### src/rtl/watch_bcd_ext.sv
// BCD hh:mm:ss watch advanced by a clock-enable prescaler, with 12/24-hour mode,
// validated set-time and IDLE/RUN/HOLD control. Define WATCH_ALARM_EN to add the hh:mm alarm.
module watch_bcd_ext #(
    parameter int TICK_DIV = 50000000,
    parameter int HOUR_24  = 0
) (
    input  logic       clk,
    input  logic       reset,
    input  logic       start_resume,
    input  logic       stop,
    input  logic       set_time,
    input  logic [7:0] set_hr,
    input  logic [7:0] set_min,
    output logic [3:0] hr1,
    output logic [3:0] hr0,
    output logic [3:0] min1,
    output logic [3:0] min0,
    output logic [3:0] sec1,
    output logic [3:0] sec0,
    output logic       pm,
    output logic       running,
    output logic       set_err,
    output logic       day_tick,
    input  logic [7:0] alarm_hr,
    input  logic [7:0] alarm_min,
    input  logic       alarm_set,
    input  logic       alarm_ack,
    output logic       alarm
);
    localparam int PW = (TICK_DIV > 1) ? $clog2(TICK_DIV) : 1;
    localparam logic [PW-1:0] PS_LAST = PW'(TICK_DIV - 1);
    localparam logic [7:0] RST_HR = (HOUR_24 != 0) ? 8'h00 : 8'h12;

    typedef enum logic [1:0] {IDLE, RUN, HOLD} state_t;

    state_t          state_q, state_d;
    logic [PW-1:0]   ps_q, ps_d;
    logic [3:0]      hr1_q, hr0_q, min1_q, min0_q, sec1_q, sec0_q;
    logic [3:0]      hr1_d, hr0_d, min1_d, min0_d, sec1_d, sec0_d;
    logic            pm_q, pm_d, set_err_q, set_err_d, day_tick_q, day_tick_d;

    logic [3:0]      a_h1, a_h0, a_m1, a_m0, a_s1, a_s0;
    logic            a_pm, a_mid, tick;

    function automatic logic valid_time(input logic [7:0] hr, input logic [7:0] mn);
        logic ok;
        ok = (hr[7:4] <= 4'd9) && (hr[3:0] <= 4'd9) && (mn[7:4] <= 4'd5) && (mn[3:0] <= 4'd9);
        if (HOUR_24 != 0)
            ok = ok && (hr <= 8'h23);
        else
            ok = ok && (hr >= 8'h01) && (hr <= 8'h12);
        return ok;
    endfunction

    // One-second successor of the current time; every carry resolves here in one cycle.
    always_comb begin
        a_h1 = hr1_q; a_h0 = hr0_q; a_m1 = min1_q; a_m0 = min0_q;
        a_s1 = sec1_q; a_s0 = sec0_q; a_pm = pm_q; a_mid = 1'b0;
        if (sec0_q != 4'd9) a_s0 = sec0_q + 4'd1;
        else begin
            a_s0 = 4'd0;
            if (sec1_q != 4'd5) a_s1 = sec1_q + 4'd1;
            else begin
                a_s1 = 4'd0;
                if (min0_q != 4'd9) a_m0 = min0_q + 4'd1;
                else begin
                    a_m0 = 4'd0;
                    if (min1_q != 4'd5) a_m1 = min1_q + 4'd1;
                    else begin
                        a_m1 = 4'd0;
                        if ((HOUR_24 != 0) && ({hr1_q, hr0_q} == 8'h23)) begin
                            a_h1 = 4'd0; a_h0 = 4'd0; a_mid = 1'b1;
                        end else if ((HOUR_24 == 0) && ({hr1_q, hr0_q} == 8'h12)) begin
                            a_h1 = 4'd0; a_h0 = 4'd1;
                        end else begin
                            if (hr0_q == 4'd9) begin
                                a_h1 = hr1_q + 4'd1; a_h0 = 4'd0;
                            end else begin
                                a_h0 = hr0_q + 4'd1;
                            end
                            // 11 -> 12 flips AM/PM; leaving PM is the midnight rollover.
                            if ((HOUR_24 == 0) && ({hr1_q, hr0_q} == 8'h11)) begin
                                a_pm = ~pm_q; a_mid = pm_q;
                            end
                        end
                    end
                end
            end
        end
    end

`ifdef WATCH_ALARM_EN
    logic [7:0] al_hr_q, al_hr_d, al_min_q, al_min_d;
    logic       alarm_q, alarm_d;
`else
    logic       unused_alarm;
    assign unused_alarm = ^{alarm_hr, alarm_min, alarm_set, alarm_ack};
`endif

    always_comb begin
        state_d = state_q; ps_d = ps_q;
        hr1_d = hr1_q; hr0_d = hr0_q; min1_d = min1_q; min0_d = min0_q;
        sec1_d = sec1_q; sec0_d = sec0_q; pm_d = pm_q;
        set_err_d = 1'b0; day_tick_d = 1'b0; tick = 1'b0;
        if (state_q == RUN) begin
            if (stop) state_d = HOLD;
            else if (ps_q == PS_LAST) begin
                ps_d = '0; tick = 1'b1;
            end else begin
                ps_d = ps_q + 1'b1;
            end
        end else begin
            if (start_resume && !stop) state_d = RUN;
            if (set_time) begin
                if (valid_time(set_hr, set_min)) begin
                    {hr1_d, hr0_d} = set_hr; {min1_d, min0_d} = set_min;
                    sec1_d = 4'd0; sec0_d = 4'd0; pm_d = 1'b0; ps_d = '0;
                end else begin
                    set_err_d = 1'b1;
                end
            end
        end
        if (tick) begin
            hr1_d = a_h1; hr0_d = a_h0; min1_d = a_m1; min0_d = a_m0;
            sec1_d = a_s1; sec0_d = a_s0; pm_d = a_pm; day_tick_d = a_mid;
        end
`ifdef WATCH_ALARM_EN
        al_hr_d = al_hr_q; al_min_d = al_min_q; alarm_d = alarm_q;
        if (alarm_set) begin
            if (valid_time(alarm_hr, alarm_min)) begin
                al_hr_d = alarm_hr; al_min_d = alarm_min;
            end else begin
                set_err_d = 1'b1;
            end
        end
        // A match on this advance outranks a simultaneous acknowledge.
        if (tick && (a_s1 == 4'd0) && (a_s0 == 4'd0) &&
            ({a_h1, a_h0} == al_hr_q) && ({a_m1, a_m0} == al_min_q))
            alarm_d = 1'b1;
        else if (alarm_ack)
            alarm_d = 1'b0;
`endif
    end

    always_ff @(posedge clk or negedge reset) begin
        if (!reset) begin
            state_q <= IDLE; ps_q <= '0;
            hr1_q <= RST_HR[7:4]; hr0_q <= RST_HR[3:0];
            min1_q <= 4'd0; min0_q <= 4'd0; sec1_q <= 4'd0; sec0_q <= 4'd0;
            pm_q <= 1'b0; set_err_q <= 1'b0; day_tick_q <= 1'b0;
`ifdef WATCH_ALARM_EN
            al_hr_q <= RST_HR; al_min_q <= 8'h00; alarm_q <= 1'b0;
`endif
        end else begin
            state_q <= state_d; ps_q <= ps_d;
            hr1_q <= hr1_d; hr0_q <= hr0_d; min1_q <= min1_d; min0_q <= min0_d;
            sec1_q <= sec1_d; sec0_q <= sec0_d;
            pm_q <= pm_d; set_err_q <= set_err_d; day_tick_q <= day_tick_d;
`ifdef WATCH_ALARM_EN
            al_hr_q <= al_hr_d; al_min_q <= al_min_d; alarm_q <= alarm_d;
`endif
        end
    end

    assign hr1 = hr1_q;   assign hr0 = hr0_q;
    assign min1 = min1_q; assign min0 = min0_q;
    assign sec1 = sec1_q; assign sec0 = sec0_q;
    assign pm = pm_q;
    assign running = (state_q == RUN);
    assign set_err = set_err_q;
    assign day_tick = day_tick_q;
`ifdef WATCH_ALARM_EN
    assign alarm = alarm_q;
`else
    assign alarm = 1'b0;
`endif
endmodule
### config.mk
export PLATFORM = sky130hd
export DESIGN_NAME = watch_bcd_ext
export DESIGN_NICKNAME = d
export VERILOG_FILES = /design/src/rtl/watch_bcd_ext.sv
export SDC_FILE = /design/constraint.sdc
export NUM_CORES = 1
export LEC_CHECK = 0
export CORE_MARGIN = 8
export CORE_UTILIZATION = 56
export DETAILED_ROUTE_END_ITERATION = 10
export PLACE_DENSITY = 0.86
export SETUP_SLACK_MARGIN = 0.2
export SYNTH_ARGS = -nofsm -noshare
export SYNTH_HDL_FRONTEND = slang
export SYNTH_SLANG_ARGS = --single-unit
### constraint.sdc
create_clock -name clk -period 5.15 [get_ports clk]
set_input_delay 1.03 -clock clk [delete_from_list [all_inputs] [get_ports clk]]
set_output_delay 1.03 -clock clk [all_outputs]
set_load 0.01 [all_outputs]
# Word-level counts from Yosys, hierarchy flattened
# Index checks and enable logic that the tools add are counted.
# word_totals
register_bits	55
output_inout_bits	29
input_bits	39
# op_classes
muxes	76
reduce_logical	21
eq_ne	19
n_lt_le_gt_ge	6
add_sub_neg	7
bitwise	1
# ops
cell	count
$mux W4	43
$mux W26	5
$add A26 B1 Y26 const B	1
$eq A26 B26 Y1 const B	1
$mux W1	25
$add A4 B1 Y4 const B	6
$eq A8 B5 Y1 const B	2
$ne A2 B2 Y1 const B	7
$le A4 B4 Y1 const B	3
$reduce_bool A2 Y1	5
$reduce_and A9 Y1	1
$ge A8 B1 Y1 const B	1
$le A8 B5 Y1 const B	1
$ne A4 B3 Y1 const B	2
$ne A4 B4 Y1 const B	2
$reduce_and A8 Y1	1
$reduce_and A7 Y1	1
$logic_and A1 B1 Y1	6
$mux W2	3
$reduce_and A3 Y1	2
$reduce_and A6 Y1	1
$reduce_and A5 Y1	1
$eq A4 B4 Y1 const B	1
$le A4 B3 Y1 const B	1
7 further kinds	8

# Depth between registers and ports, before layout
# Gate-level depths: netlist of run 1.
# depth
word_depth	12
depth_mapped	10
depth_no_buf	8

# Worst setup path before layout of run 1
# No wires, ideal clock.
# synth_timing
path_kind	input -> register
from	input port set_hr[2]
to	register ps_q[22]
required_time_ns	5.029
arrival_time_ns	2.522
setup_time_ns	0.121
stages	7
setup_slack_ns	2.507
path_cell_list	or4_1 mux2i_1 o31a_1 clkbuf_1 nor3_1 xnor2_1 nor2_1
# synth_between
elab_chain_cells	10
word_cells_on_any_way	12
classes_between	order compare: 3; mux: 2; reduce/logical: 7
# synth_rtl
element	line	rtl
from (decl)	12	input logic [7:0] set_hr,
$le A4 B4 Y1	47	ok = (hr[7:4] <= 4'd9) && (hr[3:0] <= 4'd9) && (mn[7:4] <= 4'd5) && (mn[3:0] <= 4'd9);
$logic_and A1 B1 Y1 (3 in a row)	47	
$logic_and A1 B1 Y1	51	ok = ok && (hr >= 8'h01) && (hr <= 8'h12);
$logic_and A1 B1 Y1 *	51	
$mux W1 *	114	if (set_time) begin
$mux W1 *	105	if (state_q == RUN) begin
$reduce_bool A2 Y1 (no source line) *	-	
$reduce_and A3 Y1 (no source line) *	-	
to (signal assigned)	155	state_q <= state_d; ps_q <= ps_d;
to (decl)	37	logic [PW-1:0] ps_q, ps_d;
# Mark *: on every way between the ends. The rest lies on a longest branch, timed or not. The select of a mux whose other input is x is not followed.
# A chain may end at the register's enable or synchronous reset.

# Worst setup path after layout of run 1
# layout_timing
from	input port set_hr[2]
to	register ps_q[14]
# Same word-level chain as after synthesis.

==> impl_metrics.tcl, run 1 <==
set metrics [dict create \
    cts_buffer_depth 2 \
    clkSinkCount 55 \
    dieArea_um2 8570 \
    powerDensity_nw_per_um2 233 \
    fin_cells 502 \
    clock_power_share 0.261 \
    clock_skew_ps 9.70 \
    whs_ps 525 \
    reg2reg_slack_ps 2440 \
    timing.rr.start "ps_q[0]$_DFFE_PN0P_" \
    overflow 0 \
    fin_crit_ps 3360 \
    seq_power_share 0.558 \
    final_nets 472 \
    row_count 28 \
    drt_iter0_drc 231 \
    path_clk_slew_ps 100 \
    via_per_inst 6.24 \
    critical_path_arrival_ps 3550 \
    final_cell_area_um2 3880 \
    antenna_found_initial 0 \
    dp.cells 494 \
    vias 3134 \
    yosys-top-cells-area "dfrtp_1 40%, o21ai_0 4.7%, nor2_1 4.2%, nand2_1 4.0%, a21oi_1 3.8%" \
    status "finished clean" \
    synth_top_area_frac 0.404 \
    hold_violations 0 \
    synth_xor_area_frac 0.0293 \
    end_kind "flop" \
    critPathLaunchType "input pin" \
    hold_class "flop to flop" \
    r2r-end "hr1[0]$_DFFE_PN1P_" \
    holdBufCountCts 0 \
    async_flop_share 1.00 \
    setup_viol_count_final 0 \
    postCtsResizedCells 0 \
    maxCapViolations 0 \
    finalPower_uw 903 \
    synth-warning-count 0 \
    drive_gt1_frac 0.0468 \
    htree_levels 2 \
    start_util 0.568 \
    slew_headroom 0.322 \
    drc 0 \
    worst_ir_drop_vdd_uv 167 \
    synth-edff-count 0 \
    synth_cells 383 \
    placed_cell_area_um2 3800 \
    pwr-share-comb 0.180 \
    cts_inserted_buffers 5 \
    fmax_mhz 298 \
    cp.required_ps 5340 \
    wl_per_cell_um 16.5 \
    clock_latency_ps 310 \
    grt_pass1_wl_um 14600 \
    grt_max_degree 56 \
    synth_top_family_by_area "simple AND/OR/NAND/NOR gates" \
    startpoint "set_hr[2]" \
    grt_use_met2 0.326 \
    ioPinCount 68 \
    seq_area_frac_synth 0.420 \
    slew_violations 0 \
    tightestPinTransition_ps 1010 \
    ys_types 55 \
    synth_mux_area_frac 0.0156 \
    synth_fp_nets 429 \
    use_met1 0.262 \
    syn_avg_cell_area_um2 8.58 \
    fin_setup_tns_ps 0 \
    grt_busiest_layer "met2" \
    grt_pass1_vias 3006 \
    drt-total-wl_um 8290 \
    hold_path.startpoint "sec1[3]$_DFFE_PN0P_" \
    path_max_fanout 27 \
    p_sw_uw 265 \
    synth.ff_latch_count 55 \
    syn-cell-area_um2 3290 \
    ant_nets 0 \
    grt_use_total 0.204 \
    path_class "input pin to flop" \
    firstDrtPassIters 5 \
    ff2ff_path_depth 7 \
    synth_compound_area_frac 0.198 \
    ys_top_cells_by_count "53 x dfrtp_1, 37 x nor2_1, 35 x nand2_1" \
    area_delta_synth_final_pct 18.2 \
    finalCritPeriodShare 0.652 \
    io_buffers 48 \
    synth-adder-area-share 0.0267 \
    critPathCapture "ps_q[14]$_DFFE_PN0P_" \
    synth.largest_area_cell "dfrtp_1" \
    power_leakage_nw 1.61 \
    clockRootBuffer "clkbuf_8" \
    yosys.area_share.simple 0.272 \
    dpl.hpwl_um 5860 \
    die_w_um 92.6 \
    gp_congestion 0.888 \
    rsz0062_at_grt "false" \
    p_int_uw 638 \
    post-cts-setup-buffers 0 \
    core_area_um2 5780 \
    ys.flop_type "dfrtp_1" \
    grt_use_met3 0.0502 \
    fill_cells 480 \
    cts_tree "yes" \
    synth_most_common_cell "dfrtp_1" \
    switching_share 0.293 \
    insertedDiodeCount 0 \
    fp.dieH_um 92.6 \
]
==> logic make-up (layout without fill, tap and decap cells) <==
family / after synthesis / count (layout)
other cells: 1 / 1
compound gates: 111 / 111
buf+inv: 27 / 71
fa+ha+maj: 7 / 7
simple gates: 166 / 166
mux: 5 / 5
xor+xnor: 11 / 11
flops: 55 / 55
==> flip-flops by register name, indices dropped and copies added (netlist names) <==
signal / count
day_tick: 1
hr0: 4
hr1: 4
min0: 4
min1: 4
pm: 1
ps_q: 26
sec0: 4
sec1: 4
set_err: 1
state_q: 2
==> stage by stage <==
stage	util	setup WS [ps]
4_1_cts	0.672	1810
3_5_place_dp	0.658	1480
5_1_grt	0.672	1580
6_report	0.672	1790
2_1_floorplan	-	2510
3_3_place_gp	0.658	1550
==> critical path, stage by stage <==
cell and delay, ps:
clkdlybuf4s50_1 480, or4_1 580, mux2i_1 230, o31a_1 750
nand3b_1 240, xor2_1 170, nor2_1 60
==> routing by layer <==
layer	part of all wire	vias to the layer above
li1	-	1485
met1	0.42	1514
met2	0.49	114
met3	0.068	21
met4	0.021	0
met5	0	-
==> cell usage in the layout, fill, tap and decap left out, drive strengths merged, types with 3 or more instances in the layout <==
master,count
and4,3
nor3,13
xnor2,6
ha,7
nor4bb,4
inv,11
and3,5
a21o,4
clkbuf,7
dfrtp,53
nor4,7
o31ai,14
nand2,35
clkdlybuf4s50,47
o21ai,52
or3,5
nor2,37
nand2b,8
a21oi,25
nand4,10
nor2b,6
xor2,5
buf,5
a31oi,6
nand3,18
mux2i,4
==> power by group through the flow <==
stage	combinational [mW]	clock, mW	sequential [mW]
floorplan	0.0740	0	0.510
global placement	0.158	0	0.510
detailed placement	0.163	0	0.512
CTS	0.164	0.243	0.503
global route	0.181	0.262	0.510
finish	0.163	0.236	0.504
==> worst min path at each step <==
stage                     slack, ps  cells after the start                   end
after detailed placement        510                      1  ps_q[12]$_DFFE_PN0P_
after global placement          490                      1   ps_q[6]$_DFFE_PN0P_
after floorplan                 460                      1  ps_q[12]$_DFFE_PN0P_
after CTS                       530                      1        pm$_DFFE_PN0P_
after global routing            560                      1   sec1[3]$_DFFE_PN0P_
final                           530                      1   sec1[3]$_DFFE_PN0P_
==> area by class of cell <==
type | instances | area (um^2) | area share
Clock buffer | 7 | 76.3 | 0.0197
Clock inverter | 1 | 5.00 | 0.00129
Inverter | 11 | 41.3 | 0.0106
Multi-Input combinational cell | 301 | 1780 | 0.459
Sequential cell | 55 | 1380 | 0.355
Tap cell | 75 | 93.8 | 0.0242
Timing Repair Buffer | 52 | 505 | 0.130
No activity file was read; power rests on OpenSTA's default activity.
==> inputs of run 2 (changes only) <==
Settings changed: CORE_UTILIZATION 56 to 52, PLACE_DENSITY 0.86 to 0.81.
Clock period 5.15 ns to 3.1 ns, I/O delays scaled along.
==> impl_metrics.tcl, run 2 (synthesis results as in run 1) <==
set metrics [dict create \
    final_common_cell "dfrtp_1" \
    top_register "ps_q" \
    max_stage_delay_ps 730 \
    dp.cells 513 \
    slew_headroom 0.506 \
    overflow 0 \
    powerDensity_nw_per_um2 381 \
    layout_common_cells "53 x dfrtp_1, 47 x clkdlybuf4s50_1, 37 x nor2_1" \
    critPathLaunchType "flop" \
    finalPower_mw 1.54 \
    finalCritPeriodShare 0.857 \
    grt_use_met3 0.0378 \
    htree_levels 2 \
    drive_gt1_frac 0.0923 \
    vias 3150 \
    cts_inserted_buffers 5 \
    clockRootBuffer "clkbuf_8" \
    die_w_um 95.5 \
    firstDrtPassIters 4 \
    final_cell_area_um2 4030 \
    power_leakage_nw 1.70 \
    cts_buffer_depth 2 \
    wl_per_cell_um 16.2 \
    placed_cell_area_um2 3930 \
    grt_busiest_layer "met2" \
    grt_pass1_wl_um 14000 \
    core_area_um2 6240 \
    grt_use_met2 0.307 \
    slew_violations 0 \
    io_buffers 48 \
    rsz0062_at_grt "false" \
    grt_use_total 0.190 \
    tightestPinTransition_ps 735 \
    start_util 0.526 \
    ant_nets 0 \
    dieArea_um2 9120 \
    grt_pass1_vias 2927 \
    clock_skew_ps 15.3 \
    ioPinCount 68 \
    antenna_found_initial 0 \
    drc 0 \
    status "finished clean" \
    final_nets 489 \
    crit_family "simple AND/OR/NAND/NOR gates" \
    maxCapViolations 0 \
    area_delta_synth_final_pct 22.5 \
    slowest_stage "or4_4" \
    clock_latency_ps 330 \
    critical_path_arrival_ps 2910 \
    cts_tree "yes" \
    cp.required_ps 3350 \
    path_max_fanout 29 \
    use_met1 0.246 \
    fill_cells 526 \
    grt_max_degree 56 \
    hold_violations 0 \
    setup_viol_count_final 0 \
    path_class "flop to flop" \
    row_count 29 \
    worstPathCellList "ha_1 -> nand3_1 -> or2_1 -> or4_4 -> nor3_1 -> a21oi_1 -> mux2_1" \
    dpl.hpwl_um 6000 \
    fin_cells 521 \
    fin_crit_ps 2660 \
    holdBufCountCts 0 \
    via_per_inst 6.05 \
    gp_congestion 0.895 \
    critPathBufInv 0 \
    largest_register_ffs 26 \
    fp.dieH_um 95.5 \
    end_kind "flop" \
    clkSinkCount 55 \
    seq_area_um2 1380 \
    drt_iter0_drc 169 \
    fmax_mhz 376 \
    drt-total-wl_um 8430 \
    whs_ps 404 \
    worst_ir_drop_vdd_uv 338 \
    final_util 0.645 \
    hold_class "input pin to async pin" \
    path_clk_slew_ps 110 \
    insertedDiodeCount 0 \
    multi_input_area_um2 1790 \
]
## run 2: cell count changes in the layout (fill, tap and decap cells not counted), sizes merged
| cell | change |
|---|---|
| buf | +17 |
| clkinv | +1 |
| clkbuf | -2 |
| inv | +1 |
## run 2: repair_timing
item | CTS | global route
gates resized for setup | 1 | 1
setup buffers | 0 | 0
endpoints found under the setup margin | 12 | 9
## run 2: report_power, final
part           switching, mW  leakage, nW  internal (mW)  total [mW]
sequential            0.0687        0.731          0.768       0.836
combinational          0.141        0.919          0.143       0.284
clock                  0.256       0.0483          0.160       0.416
## run 2: final timing paths
| path | cells after the start | start | slack [ps] | end |
|---|---|---|---|---|
| max | 7 | ps_q[0]$_DFFE_PN0P_ | 440 | hr1[0]$_DFFE_PN1P_ |
| min | 2 | reset | 400 | sec1[0]$_DFFE_PN0P_ |
| max reg2reg | 7 | ps_q[0]$_DFFE_PN0P_ | 440 | hr1[0]$_DFFE_PN1P_ |
| min reg2reg | 1 | sec1[3]$_DFFE_PN0P_ | 520 | sec1[3]$_DFFE_PN0P_ |
| max in group asynchronous | 2 | reset | 2210 | state_q[1]$_DFFE_PN0P_ |
| min in group clk | 1 | sec1[3]$_DFFE_PN0P_ | 520 | sec1[3]$_DFFE_PN0P_ |
## run 2: per-layer routing
layer	routed length [um]	vias to the layer above	share of wire
met3	552	10	0.065
met4	130	0	0.015
met1	3690	1525	0.44
met2	4060	91	0.48
li1	-	1524	-
met5	0	-	0
## run 2: layout make-up
class | count | share of cell area
multi-input combinational | 301 | 0.444
tap | 77 | 0.0239
timing repair buffer | 69 | 0.157
inverter | 11 | 0.0103
clock inverter | 3 | 0.00466
sequential | 55 | 0.342
clock buffer | 5 | 0.0171
## run 2: through the flow
stage               setup WS, ps  TNS (ps)
global route                 269         0
floorplan                    742         0
global placement            -136     -1700
CTS                          295         0
detailed placement          -182     -2440
finish                       442         0
